==> config.mk <==
export PLATFORM = sky130hd
export DESIGN_NAME = float_pipelined_lzc_normalizer
export DESIGN_NICKNAME = d
export VERILOG_FILES = /design/src/rtl/float_pipelined_lzc_normalizer_pkg.sv /design/src/rtl/float_lzc_group.sv /design/src/rtl/float_pipelined_lzc_normalizer.sv
export SDC_FILE = /design/constraint.sdc
export NUM_CORES = 1
export LEC_CHECK = 0
export BUFFER_PORTS_ARGS = -buffer_cell sky130_fd_sc_hd__buf_2
export CAP_MARGIN = 10
export CORE_ASPECT_RATIO = 1.75
export CORE_MARGIN = 4
export CORE_UTILIZATION = 43
export DETAILED_ROUTE_END_ITERATION = 10
export PLACE_DENSITY = 0.72
export SYNTH_ARGS = -nofsm -noshare
export SYNTH_HDL_FRONTEND = slang
export SYNTH_SLANG_ARGS = --single-unit
==> constraint.sdc <==
create_clock -name clk -period 1.6 [get_ports clk]
set_input_delay 0.32 -clock clk [delete_from_list [all_inputs] [get_ports clk]]
set_output_delay 0.32 -clock clk [all_outputs]
set_load 0.005 [all_outputs]
==> src/rtl/float_pipelined_lzc_normalizer_pkg.sv <==
// Shared constants and helpers for the pipelined LZC normalizer.
// Latency: n/a (package only).
// Backpressure: n/a. Group geometry helpers keep the group split identical everywhere it is used.
package float_pipelined_lzc_normalizer_pkg;

  // Register stages between input and output (S1..S3).
  localparam int NUM_STAGES = 3;

  // Number of groups the mantissa is split into, MSB group first.
  function automatic int num_groups(input int width, input int grp);
    return (width + grp - 1) / grp;
  endfunction

  // Width of the least-significant group; may be narrower than the others.
  function automatic int last_group_size(input int width, input int grp);
    return width - (num_groups(width, grp) - 1) * grp;
  endfunction

endpackage

==> src/rtl/float_lzc_group.sv <==
// Combinational leading-zero count of one mantissa group plus a nonzero flag.
// Latency: 0 cycles (purely combinational).
// Backpressure: none; follows whatever stage samples it.
// Ports: grp_dat (group bits, MSB first), lz (0..WIDTH), nonzero (any bit set).
module float_lzc_group #(
  parameter int WIDTH = 8,
  parameter int CW    = $clog2(WIDTH + 1)
) (
  input  logic [WIDTH-1:0] grp_dat,
  output logic [CW-1:0]    lz,
  output logic             nonzero
);

  // Scan upward so the highest set bit is the last one to write lz.
  always_comb begin
    lz = CW'(WIDTH);
    for (int i = 0; i < WIDTH; i++) begin
      if (grp_dat[i]) lz = CW'(WIDTH - 1 - i);
    end
  end

  assign nonzero = |grp_dat;

endmodule

==> src/rtl/float_pipelined_lzc_normalizer.sv <==
// Pipelined leading-zero counter + normalizing shifter: scaled count, MSB-aligned mantissa, zero flag, tag.
// Latency: 3 cycles (S1 group counts, S2 group select, S3 shift/scale) with no backpressure.
// Backpressure: valid/ready; each stage advances when empty or when the next advances, bubbles collapse.
// Ports: clk, reset (sync, active-high); in_valid/in_ready/in_data/in_tag;
//        out_valid/out_ready/out_count/out_mant/out_zero/out_tag.
module float_pipelined_lzc_normalizer
  import float_pipelined_lzc_normalizer_pkg::*;
#(
  parameter int INPUT_WIDTH  = 24,
  parameter int OUTPUT_WIDTH = 5,
  parameter int OUTPUT_STEP  = 1,
  parameter int OUTPUT_BIAS  = 0,
  parameter int GROUP_SIZE   = 8,
  parameter int TAG_WIDTH    = 8
) (
  input  logic                    clk,
  input  logic                    reset,
  input  logic                    in_valid,
  output logic                    in_ready,
  input  logic [INPUT_WIDTH-1:0]  in_data,
  input  logic [TAG_WIDTH-1:0]    in_tag,
  output logic                    out_valid,
  input  logic                    out_ready,
  output logic [OUTPUT_WIDTH-1:0] out_count,
  output logic [INPUT_WIDTH-1:0]  out_mant,
  output logic                    out_zero,
  output logic [TAG_WIDTH-1:0]    out_tag
);

  localparam int NG      = num_groups(INPUT_WIDTH, GROUP_SIZE);
  localparam int LAST_GS = last_group_size(INPUT_WIDTH, GROUP_SIZE);
  localparam int LCW     = $clog2(GROUP_SIZE + 1);
  localparam int LZW     = $clog2(INPUT_WIDTH + 1);

  // ---------------- stage valid / advance ----------------
  logic [NUM_STAGES-1:0] stg_vld_q, stg_vld_d, stg_adv, stg_in_vld;

  assign stg_in_vld = {stg_vld_q[NUM_STAGES-2:0], in_valid};

  // A stage advances unless it and every stage after it are full and the
  // output is stalled; written flat so no combinational chain forms.
  for (genvar k = 0; k < NUM_STAGES; k++) begin : g_stage
    assign stg_adv[k]   = out_ready | ~(&stg_vld_q[NUM_STAGES-1:k]);
    assign stg_vld_d[k] = stg_adv[k] ? stg_in_vld[k] : stg_vld_q[k];
  end

  assign in_ready  = stg_adv[0] & ~reset;
  assign out_valid = stg_vld_q[NUM_STAGES-1];

  // ---------------- S1: per-group counts ----------------
  logic [LCW-1:0] grp_lz [NG];
  logic [NG-1:0]  grp_nz;

  // Group 0 is the most significant; the last group takes the leftover bits.
  for (genvar g = 0; g < NG; g++) begin : g_grp
    if (g == NG - 1) begin : g_last
      float_lzc_group #(.WIDTH(LAST_GS), .CW(LCW)) u_grp (
        .grp_dat (in_data[LAST_GS-1:0]),
        .lz      (grp_lz[g]),
        .nonzero (grp_nz[g])
      );
    end else begin : g_full
      float_lzc_group #(.WIDTH(GROUP_SIZE), .CW(LCW)) u_grp (
        .grp_dat (in_data[INPUT_WIDTH-1-g*GROUP_SIZE -: GROUP_SIZE]),
        .lz      (grp_lz[g]),
        .nonzero (grp_nz[g])
      );
    end
  end

  logic [INPUT_WIDTH-1:0] s1_dat_q, s1_dat_d;
  logic [TAG_WIDTH-1:0]   s1_tag_q, s1_tag_d;
  logic [LCW-1:0]         s1_lz_q [NG];
  logic [LCW-1:0]         s1_lz_d [NG];
  logic [NG-1:0]          s1_nz_q, s1_nz_d;

  always_comb begin
    s1_dat_d = s1_dat_q;
    s1_tag_d = s1_tag_q;
    s1_lz_d  = s1_lz_q;
    s1_nz_d  = s1_nz_q;
    if (stg_adv[0]) begin
      s1_dat_d = in_data;
      s1_tag_d = in_tag;
      s1_lz_d  = grp_lz;
      s1_nz_d  = grp_nz;
    end
  end

  // ---------------- S2: pick most-significant nonzero group ----------------
  logic [LZW-1:0]         s2_lz_c;
  logic                   s2_zero_c;
  logic [INPUT_WIDTH-1:0] s2_dat_q, s2_dat_d;
  logic [TAG_WIDTH-1:0]   s2_tag_q, s2_tag_d;
  logic [LZW-1:0]         s2_lz_q, s2_lz_d;
  logic                   s2_zero_q, s2_zero_d;

  // Walk from the LSB group upward so the highest nonzero group wins.
  always_comb begin
    s2_lz_c   = LZW'(INPUT_WIDTH);
    s2_zero_c = 1'b1;
    for (int g = NG - 1; g >= 0; g--) begin
      if (s1_nz_q[g]) begin
        s2_lz_c   = LZW'(g * GROUP_SIZE) + LZW'(s1_lz_q[g]);
        s2_zero_c = 1'b0;
      end
    end
  end

  always_comb begin
    s2_dat_d  = s2_dat_q;
    s2_tag_d  = s2_tag_q;
    s2_lz_d   = s2_lz_q;
    s2_zero_d = s2_zero_q;
    if (stg_adv[1]) begin
      s2_dat_d  = s1_dat_q;
      s2_tag_d  = s1_tag_q;
      s2_lz_d   = s2_lz_c;
      s2_zero_d = s2_zero_c;
    end
  end

  // ---------------- S3: normalize and scale ----------------
  logic [INPUT_WIDTH-1:0]  s3_mant_q, s3_mant_d;
  logic [OUTPUT_WIDTH-1:0] s3_count_q, s3_count_d;
  logic                    s3_zero_q, s3_zero_d;
  logic [TAG_WIDTH-1:0]    s3_tag_q, s3_tag_d;

  // A zero input has lz == INPUT_WIDTH, so the shift already yields zero.
  always_comb begin
    s3_mant_d  = s3_mant_q;
    s3_count_d = s3_count_q;
    s3_zero_d  = s3_zero_q;
    s3_tag_d   = s3_tag_q;
    if (stg_adv[2]) begin
      s3_mant_d  = s2_dat_q << s2_lz_q;
      s3_count_d = OUTPUT_WIDTH'(OUTPUT_BIAS + OUTPUT_STEP * int'(s2_lz_q));
      s3_zero_d  = s2_zero_q;
      s3_tag_d   = s2_tag_q;
    end
  end

  always_ff @(posedge clk) begin
    if (reset) begin
      stg_vld_q  <= '0;
      s1_dat_q   <= '0;
      s1_tag_q   <= '0;
      s1_nz_q    <= '0;
      for (int g = 0; g < NG; g++) s1_lz_q[g] <= '0;
      s2_dat_q   <= '0;
      s2_tag_q   <= '0;
      s2_lz_q    <= '0;
      s2_zero_q  <= 1'b0;
      s3_mant_q  <= '0;
      s3_count_q <= '0;
      s3_zero_q  <= 1'b0;
      s3_tag_q   <= '0;
    end else begin
      stg_vld_q  <= stg_vld_d;
      s1_dat_q   <= s1_dat_d;
      s1_tag_q   <= s1_tag_d;
      s1_nz_q    <= s1_nz_d;
      s1_lz_q    <= s1_lz_d;
      s2_dat_q   <= s2_dat_d;
      s2_tag_q   <= s2_tag_d;
      s2_lz_q    <= s2_lz_d;
      s2_zero_q  <= s2_zero_d;
      s3_mant_q  <= s3_mant_d;
      s3_count_q <= s3_count_d;
      s3_zero_q  <= s3_zero_d;
      s3_tag_q   <= s3_tag_d;
    end
  end

  assign out_count = s3_count_q;
  assign out_mant  = s3_mant_q;
  assign out_zero  = s3_zero_q;
  assign out_tag   = s3_tag_q;

endmodule

==> key figures <==
Status
  • Status: complete, but fails checks
  • Failing checks: setup timing

STA
  • Fmax: ~0.58 GHz
  • RSZ-0062 raised after global routing: yes
  • Crit path time final: between 1.5 and 2 ns
  • Worst hold slack: 0.1441 ns
  • Final Cycle Share: 107.7%
  • Fin Setup TNS: -1.069 ns
  • Setup slack after layout: -0.1239 ns
  • Final Max Slew Viols: 0
  • Setup-failing EPs final: 17
  • Worst-Margin Slew: 0.5993 ns
  • Max_slew headroom: 59.90%
  • Final Hold Viols: 0
  • Clk_skew: approximately 0.0075 ns

Yosys
  • Yosys top cell by area: dfxtp_1
  • Net Count, Synth: 762
  • Cell Area, Synth: between 5000 and 6000 um^2
  • EDFF count, synth: 0
  • Most common cell in the netlist: nand2_1
  • Post-synth ARST share: 0%
  • Adder-Cell Fraction of Synth Area: 0%
  • Ys flop type: dfxtp_1
  • Seq cells post-synth: 126
  • Cells after Synth: 726
  • Synth area leaders: dfxtp_1 43%, nand2_1 12%, a21oi_1 8.7%
  • Post-Synth XOR/XNOR Area: 0%
  • Area fraction in compound gates after synthesis: 18.47%
  • Post-synthesis mux area share: 12.29%
  • Top cells by count, synth: 194 x nand2_1, 126 x dfxtp_1, 103 x a21oi_1
  • Post-synth top area share: between 40% and 50%
  • Cell variety after synth: 55
  • Syn avg cell area: 8.136 um^2
  • Simple-gate portion of the synthesized area: 21.25%
  • Largest family of logic cells by synthesized area: simple AND/OR/NAND/NOR gates
  • Sequential area share after synthesis: between 40% and 50%
  • Yosys warning total: 0

CTS
  • CTS root buf: clkbuf_16
  • CTS sink count: 126
  • CTS tree: done
  • Reg clk slew, reported paths: 0.06 ns
  • Num CTS Buffers: 17
  • Skew-Pair Late Insertion Delay: 0.41 ns
  • Max clock buf depth: 2
  • CTS H-Tree Depth: 4

Setup path
  • Reg2reg start: s2_lz_q[1]$_SDFFE_PP0P_
  • Worst Setup SP: s2_lz_q[1]$_SDFFE_PP0P_
  • Worst-path fanout max: 8
  • Critical Path AT: about 2 ns
  • R2R cell count: 7
  • Worst Setup Start Kind: flip-flop
  • CP Data Required Time: 1.91 ns
  • Setup CP Type: reg -> reg
  • Endpoint type of the worst setup path: flip-flop

Die
  • Initial Utilization: between 40% and 50%
  • CORE AREA: 13450 um^2
  • Total die area: 15750 um^2
  • Overall die height: 163.0 um
  • I/O Pins: 76
  • Die X-Extent: 96.60 um
  • Rows: 56

Detailed routing
  • Initial DRC Count: 395
  • Final wirelength: between 15000 and 20000 um
  • Drt first pass iters: 5
  • Vias after detailed routing: 5799
  • DRC violations left: 0
  • WL/cell: 17.36 um
  • DR vias/cell: 5.544
  • Routed Antenna Nets: 0

Power and ir drop
  • LEAKAGE: 0.003260 uW
  • Clk network pwr share: 44.0%
  • Tot Pwr: around 7900 uW
  • PD cells: roughly 1000 nW/um^2
  • Sequential share of power: a little over two fifths
  • Switching part of the total: 25.82%
  • Internal power: between 5000 and 6000 uW
  • Gate power share: 12.9%
  • Switching pwr: slightly above 2000 uW
  • Maximum vdd drop: 0.7270 mV

Worst hold path
  • Hold_sp: in_valid
  • Hold crit path type: in -> reg
  • Hold Path Depth: 3

Place
  • Port bufs: 75
  • Placement Setup Slack: -0.1288 ns
  • Hpwl dp: approximately 12000 um
  • GPL Wtd Cong: 0.9320

Cells and area
  • Share of post-route cells with drive strength above 1: 32.57%
  • Area delta synth->final: 34.65%
  • Diode count: 0
  • Nets: 895

Global routing
  • GRT Overall Usage: 22.41%
  • Initial antenna violation count: 0
  • Grt ovf: 0
  • Largest net degree at the start of global routing: 74
  • Vias in the first global route: 5653
  • First-pass GRT wire length: between 20000 and 30000 um

Run
  • Max-Cap Viols: 0
==> routing by layer <==
metal	GRT usage, %	vias to the layer above	part of all wire [%]
li1	-	2798	-
met1	23.37	2715	37
met2	39.81	212	52
met3	4.444	74	4.4
met4	16.10	0	6.3
met5	0	-	0
==> per-stage QoR <==
stage	util [%]	cells	instance area, um^2
floorplan	-	726	5907
global placement	51.30	995	6902
detailed placement	51.30	995	6902
CTS	57.73	1041	7766
global route	59.12	1046	7954
finish	59.12	1046	7954
==> cell usage in the layout (no fill, tap or decap), types with 11 or more instances in the layout <==
cell	instances
clkbuf_16	18
nand2_1	192
a22oi_1	12
dfxtp_1	121
buf_6	11
mux2_4	12
nor2_1	37
buf_4	78
mux2i_1	14
a21oi_1	101
buf_2	74
==> logic make-up (layout without fill, tap and decap cells) <==
| logic type | Yosys count | after routing |
|---|---|---|
| AO/OA/AOI/OAI | 183 | 183 |
| AND/OR/NAND/NOR | 294 | 294 |
| multiplexers | 57 | 57 |
| flip-flops | 126 | 126 |
| buffers and inverters | 66 | 212 |
==> final cells by class <==
class,count,area [um^2]
fillers,1194,5499
multi-input cells,534,3359
flip-flops and latches,126,2531
repair buffers,173,1280
clock buffers,23,478.0
well taps,174,217.7
clock inverters,9,61.31
inverters,7,26.28
==> power by group through the flow <==
| stage | combinational, uW | clock (uW) | sequential, uW |
|---|---|---|---|
| final | 1030 | 3500 | 3420 |
| after global routing | 1110 | 3670 | 3430 |
| after CTS | 971 | 3510 | 3410 |
| after detailed placement | 872 | 0 | 3470 |
| after global placement | 865 | 0 | 3460 |
| after floorplan | 512 | 0 | 3430 |
==> sequential cells by signal, indices dropped and copies added (netlist names), 3 cells and up <==
name and cells:
out_mant 24, s1_dat_q 24, s2_dat_q 24, s1_lz_q 12
out_tag 8, s1_tag_q 8, s2_tag_q 8, out_count 5
s2_lz_q 5, s1_nz_q 3, stg_vld_q 3
==> worst max-delay path: stages (launching register included) <==
cell and delay (ns):
dfxtp_4 0.39, buf_12 0.14, mux4_2 0.54, mux2i_1 0.19, buf_4 0.16, nor2_1 0.03
a21oi_1 0.11, o21ai_1 0.06
==> path summary, 6_finish.rpt <==
path                          endpoint  slack (ns)
max reg2reg  out_mant[12]$_SDFFE_PP0P_       -0.12
max          out_mant[12]$_SDFFE_PP0P_       -0.12
min          stg_vld_q[0]$_SDFFE_PP0P_        0.14
min reg2reg  out_mant[11]$_SDFFE_PP0P_        0.44
==> what timing repair did <==
| action | CTS | global route |
|---|---|---|
| buffers inserted | 13 | 5 |
| endpoints found under the setup margin | 45 | 50 |
| hold buffers | 0 | 0 |
| gates cloned | 1 | 1 |
| gates resized for setup | 52 | 37 |
| pin swaps | 13 | 7 |
No activity file was read; power rests on OpenSTA's default activity.
